[src/rtl/if_fetch_unit.sv]
// Instruction-fetch stage: drives an ack-based instruction memory and loads the
// IF/ID register, handling decode stalls (freeze) and taken-branch redirects.
module if_fetch_unit #(
    parameter int           N        = 32,
    parameter logic [N-1:0] RESET_PC = '0,
    parameter int           PC_STEP  = 4
) (
    input  logic         clk,
    input  logic         rst,
    input  logic         freezeIn,
    input  logic         branchTakenIn,
    input  logic [N-1:0] branchAddrIn,
    output logic         imemReqOut,
    output logic [N-1:0] imemAddrOut,
    input  logic         imemAckIn,
    input  logic [N-1:0] imemDataIn,
    output logic [N-1:0] instructionOut,
    output logic [N-1:0] pcOut,
    output logic         validOut
);

    typedef enum logic [1:0] {IDLE, FETCH, HOLD, DISCARD} state_t;

    state_t       state_reg,  state_next;
    logic [N-1:0] pc_reg,     pc_next;
    logic [N-1:0] target_reg, target_next;
    logic [N-1:0] hold_reg,   hold_next;
    logic [N-1:0] instr_reg,  instr_next;
    logic [N-1:0] pcout_reg,  pcout_next;
    logic         valid_reg,  valid_next;

    logic [N-1:0] pc_inc;
    logic         load_new;
    logic [N-1:0] new_instr;

    // Wraps modulo 2^N by construction.
    assign pc_inc = pc_reg + N'(PC_STEP);

    always_comb begin
        state_next  = state_reg;
        pc_next     = pc_reg;
        target_next = target_reg;
        hold_next   = hold_reg;
        load_new    = 1'b0;
        new_instr   = '0;

        case (state_reg)
            IDLE: begin
                state_next = FETCH;
            end
            FETCH: begin
                if (imemAckIn) begin
                    if (branchTakenIn) begin
                        pc_next = branchAddrIn;
                    end else if (freezeIn) begin
                        hold_next  = imemDataIn;
                        state_next = HOLD;
                    end else begin
                        load_new  = 1'b1;
                        new_instr = imemDataIn;
                        pc_next   = pc_inc;
                    end
                end else if (branchTakenIn) begin
                    // The outstanding request must complete at its old address.
                    target_next = branchAddrIn;
                    state_next  = DISCARD;
                end
            end
            HOLD: begin
                if (branchTakenIn) begin
                    pc_next    = branchAddrIn;
                    state_next = FETCH;
                end else if (!freezeIn) begin
                    load_new   = 1'b1;
                    new_instr  = hold_reg;
                    pc_next    = pc_inc;
                    state_next = FETCH;
                end
            end
            DISCARD: begin
                if (branchTakenIn) begin
                    target_next = branchAddrIn;
                end
                if (imemAckIn) begin
                    pc_next    = branchTakenIn ? branchAddrIn : target_reg;
                    state_next = FETCH;
                end
            end
            default: begin
                state_next = IDLE;
            end
        endcase
    end

    // IF/ID priority: flush on branch, then hold on freeze, then new word, else bubble.
    always_comb begin
        instr_next = '0;
        pcout_next = '0;
        valid_next = 1'b0;
        if (branchTakenIn) begin
            instr_next = '0;
            pcout_next = '0;
            valid_next = 1'b0;
        end else if (freezeIn) begin
            instr_next = instr_reg;
            pcout_next = pcout_reg;
            valid_next = valid_reg;
        end else if (load_new) begin
            instr_next = new_instr;
            pcout_next = pc_inc;
            valid_next = 1'b1;
        end
    end

    always_ff @(posedge clk or negedge rst) begin
        if (!rst) begin
            state_reg  <= IDLE;
            pc_reg     <= RESET_PC;
            target_reg <= '0;
            hold_reg   <= '0;
            instr_reg  <= '0;
            pcout_reg  <= '0;
            valid_reg  <= 1'b0;
        end else begin
            state_reg  <= state_next;
            pc_reg     <= pc_next;
            target_reg <= target_next;
            hold_reg   <= hold_next;
            instr_reg  <= instr_next;
            pcout_reg  <= pcout_next;
            valid_reg  <= valid_next;
        end
    end

    assign imemReqOut     = (state_reg == FETCH) || (state_reg == DISCARD);
    assign imemAddrOut    = pc_reg;
    assign instructionOut = instr_reg;
    assign pcOut          = pcout_reg;
    assign validOut       = valid_reg;

endmodule
[config.mk]
export PLATFORM = sky130hd
export DESIGN_NAME = if_fetch_unit
export DESIGN_NICKNAME = d
export VERILOG_FILES = /design/src/rtl/if_fetch_unit.sv
export SDC_FILE = /design/constraint.sdc
export NUM_CORES = 1
export LEC_CHECK = 0
export ABC_AREA = 1
export BUFFER_PORTS_ARGS = -buffer_cell sky130_fd_sc_hd__buf_2
export CORE_MARGIN = 4
export CORE_UTILIZATION = 56
export DETAILED_ROUTE_END_ITERATION = 12
export PLACE_DENSITY = 0.81
export SLEW_MARGIN = 10
export SYNTH_ARGS = -nofsm -noshare
export SYNTH_HDL_FRONTEND = slang
export SYNTH_SLANG_ARGS = --single-unit
export TNS_END_PERCENT = 50
[constraint.sdc]
create_clock -name clk -period 4.1 [get_ports clk]
set_input_delay 1.025 -clock clk [delete_from_list [all_inputs] [get_ports clk]]
set_output_delay 1.025 -clock clk [all_outputs]
set_load 0.01 [all_outputs]
==> results.yml <==
outcome:
  status: "finished clean"
timing:
  skew_ps: 9.22
  rsz0062_at_grt: "false"
  tns_ps: 0
  finalCritPeriodShare: 0.738
  setup_slack_ps: 1080
  maxSlewViolCount: 0
  slew_headroom: 0.514
  tightest_slew_ps: 729
  setup_viol: 0
  fmaxAchievable_mhz: 331
  post-route-min-period_ps: 3020
  finalHoldViolCount: 0
synthesis:
  seq_area_frac_synth: 0.493
  synth_edf_count: 0
  dominantRegCellSynth: "dfrtp_1"
  syn_inst: 1015
  yosys_warnings: 0
  async_flop_share: 1.00
  syn_area_sq_um: 8270
  syn_area_per_cell_sq_um: 8.15
  synth.distinct_cells: 42
  synth_nets: 1089
  ys_ff_latch: 163
floorplan:
  core_area_sq_um: 14500
  pin_count: 167
  row_count: 44
  start_util: 0.571
  design.die.area_sq_um: 16800
  fp.dieW_um: 130
  fp.dieH_um: 130
detailed_routing:
  wl_per_cell_um: 15.3
  vias: 7228
  post_drt_via_cell_ratio: 5.33
  drt_iter0_markers: 733
  wl_um: 20800
  firstDrtPassIters: 7
  antenna_left: 0
  drc: 0
cts:
  htreeDepth: 4
  post-cts-setup-buffers: 0
  clockRootBuffer: "clkbuf_16"
  cts_buffer_depth: 2
  cts_made_buffers: 17
  holdBufCountCts: 0
  cts_tree: "built"
  clk_pin_slew_ps: 60
  cts_sinks: 163
  cts_resized: 0
  clock_latency_ps: 430
critical_path:
  startpoint: "state_reg[0]$_DFFE_PN0P_"
  end_kind: "output pin"
  path_max_fanout: 25
  crit_type: "reg -> out"
  rr_startpoint: "state_reg[1]$_DFFE_PN0P_"
  start_kind: "flop"
  required_ps: 3070
  cp.arrival_ps: 2000
global_route:
  grtUsageTotal: 0.255
  grt_pass1_wl_um: 33500
  grt_pass1_vias: 6579
  grt_overflow: 0
  grt_max_degree: 78
  antenna_found_initial: 0
job:
  cap_violations: 0
layout:
  drive_gt1_frac: 0.202
  final_net_count: 1232
  final_common_cell: "nand2_1"
  areaGrowthSynthToFinish_pct: 17.9
  final_cells: 1355
  num_antenna_cells: 0
  final_cell_mix: "nand2_1, buf_2, dfrtp_1"
place:
  dp_hpwl_um: 14700
  dpl.cell_count: 1323
  portBuffers: 166
  pre_cts_slack_ps: 1040
  place.gp.congestion: 0.915
hold_path:
  worst_hold_path_type: "reg -> reg"
  min_from: "pcOut[16]$_DFFE_PN0P_"
pwr:
  powerDensity_nw_per_um2: 687
  leakage_nw: 5.25
  vdd.ir_drop.worst_uv: 368
  p_total_mw: 6.69
[worst paths after layout]
check                                                 end  slack (ps)  cells after the start
setup / recovery                               imemReqOut        1080                      4
hold / removal                      pcOut[16]$_DFFE_PN0P_         480                      2
setup reg to reg                    pcOut[27]$_DFFE_PN0P_        1400                      8
hold reg to reg                     pcOut[16]$_DFFE_PN0P_         480                      2
max in group asynchronous      target_reg[25]$_DFFE_PN0P_        2560                      2
min in group asynchronous  instructionOut[12]$_DFFE_PN0P_         600                      1
[power breakdown]
| part | total, mW | switching, mW | internal, mW | leakage (nW) |
|---|---|---|---|---|
| clock network | 1.61 | 0.640 | 0.975 | 0.290 |
| registers | 2.54 | 0.392 | 2.15 | 2.09 |
| logic | 2.54 | 1.68 | 0.863 | 2.87 |
| total | 6.69 | 2.71 | 3.98 | 5.25 |
[synth_stat cells (2+ instances only)]
| cell | n | area [sq um] |
|---|---|---|
| nor2_4 | 5 | 56.3 |
| o21ai_0 | 119 | 596 |
| a22oi_1 | 5 | 37.5 |
| or2_0 | 4 | 25.0 |
| a22o_1 | 40 | 350 |
| inv_1 | 111 | 417 |
| a31oi_1 | 3 | 18.8 |
| xnor2_1 | 2 | 17.5 |
| a21boi_1 | 15 | 113 |
| nor2_1 | 62 | 233 |
| o221ai_1 | 2 | 17.5 |
| inv_2 | 6 | 22.5 |
| xor2_1 | 11 | 96.3 |
| or2_2 | 3 | 18.8 |
| buf_4 | 6 | 45.0 |
| clkbuf_1 | 25 | 93.8 |
| nand3_1 | 20 | 100 |
| a2bb2oi_1 | 2 | 17.5 |
| and2_1 | 2 | 12.5 |
| ha_1 | 5 | 62.6 |
| nor2_8 | 3 | 60.1 |
| buf_2 | 15 | 75.1 |
| o31ai_1 | 15 | 113 |
| a211oi_1 | 10 | 75.1 |
| buf_6 | 6 | 67.6 |
| nor2_2 | 3 | 18.8 |
| o22ai_1 | 2 | 12.5 |
| o21ai_1 | 15 | 75.1 |
| dfrtp_1 | 163 | 4080 |
| nand2_1 | 315 | 1180 |
| nand2_2 | 4 | 25.0 |
| a21oi_1 | 6 | 30.0 |
[cell families (layout without fill, tap and decap cells)]
kind of cell,after synthesis,in the layout,share of synthesized area
fa+ha+maj,5,5,0.00757
xor+xnor,14,14,0.0157
buf+inv,171,327,0.0884
flops,163,163,0.493
compound gates,237,237,0.180
simple gates,425,425,0.215
[per-stage QoR]
stage | hold slack (ps) | area (sq um) | util
floorplan | 453 | 8270 | -
global placement | 461 | 9140 | 0.632
detailed placement | 464 | 9140 | 0.632
CTS | 479 | 9750 | 0.673
global route | 500 | 9750 | 0.673
finish | 477 | 9750 | 0.673
[layout make-up]
class / instances / area [sq um]
Sequential cell: 163 / 4080
Inverter: 119 / 449
Tap cell: 184 / 230
Clock buffer: 20 / 447
Fill cell: 1237 / 4730
Timing Repair Buffer: 176 / 925
Clock inverter: 12 / 155
Multi-Input combinational cell: 681 / 3460
[critical path, stage by stage (launching register included)]
cell and delay, ps:
dfrtp_1 410, ha_1 490, inv_2 330, nand2_1 170
buf_2 160
[per-layer routing]
| metal | up-vias | track usage | routed length (um) |
|---|---|---|---|
| met5 | - | 0 | 0 |
| met4 | 0 | 0.0782 | 329 |
| met3 | 34 | 0.0499 | 1720 |
| met2 | 293 | 0.369 | 9250 |
| met1 | 3348 | 0.389 | 9470 |
| li1 | 3553 | - | - |
No activity file was read; power rests on OpenSTA's default activity.
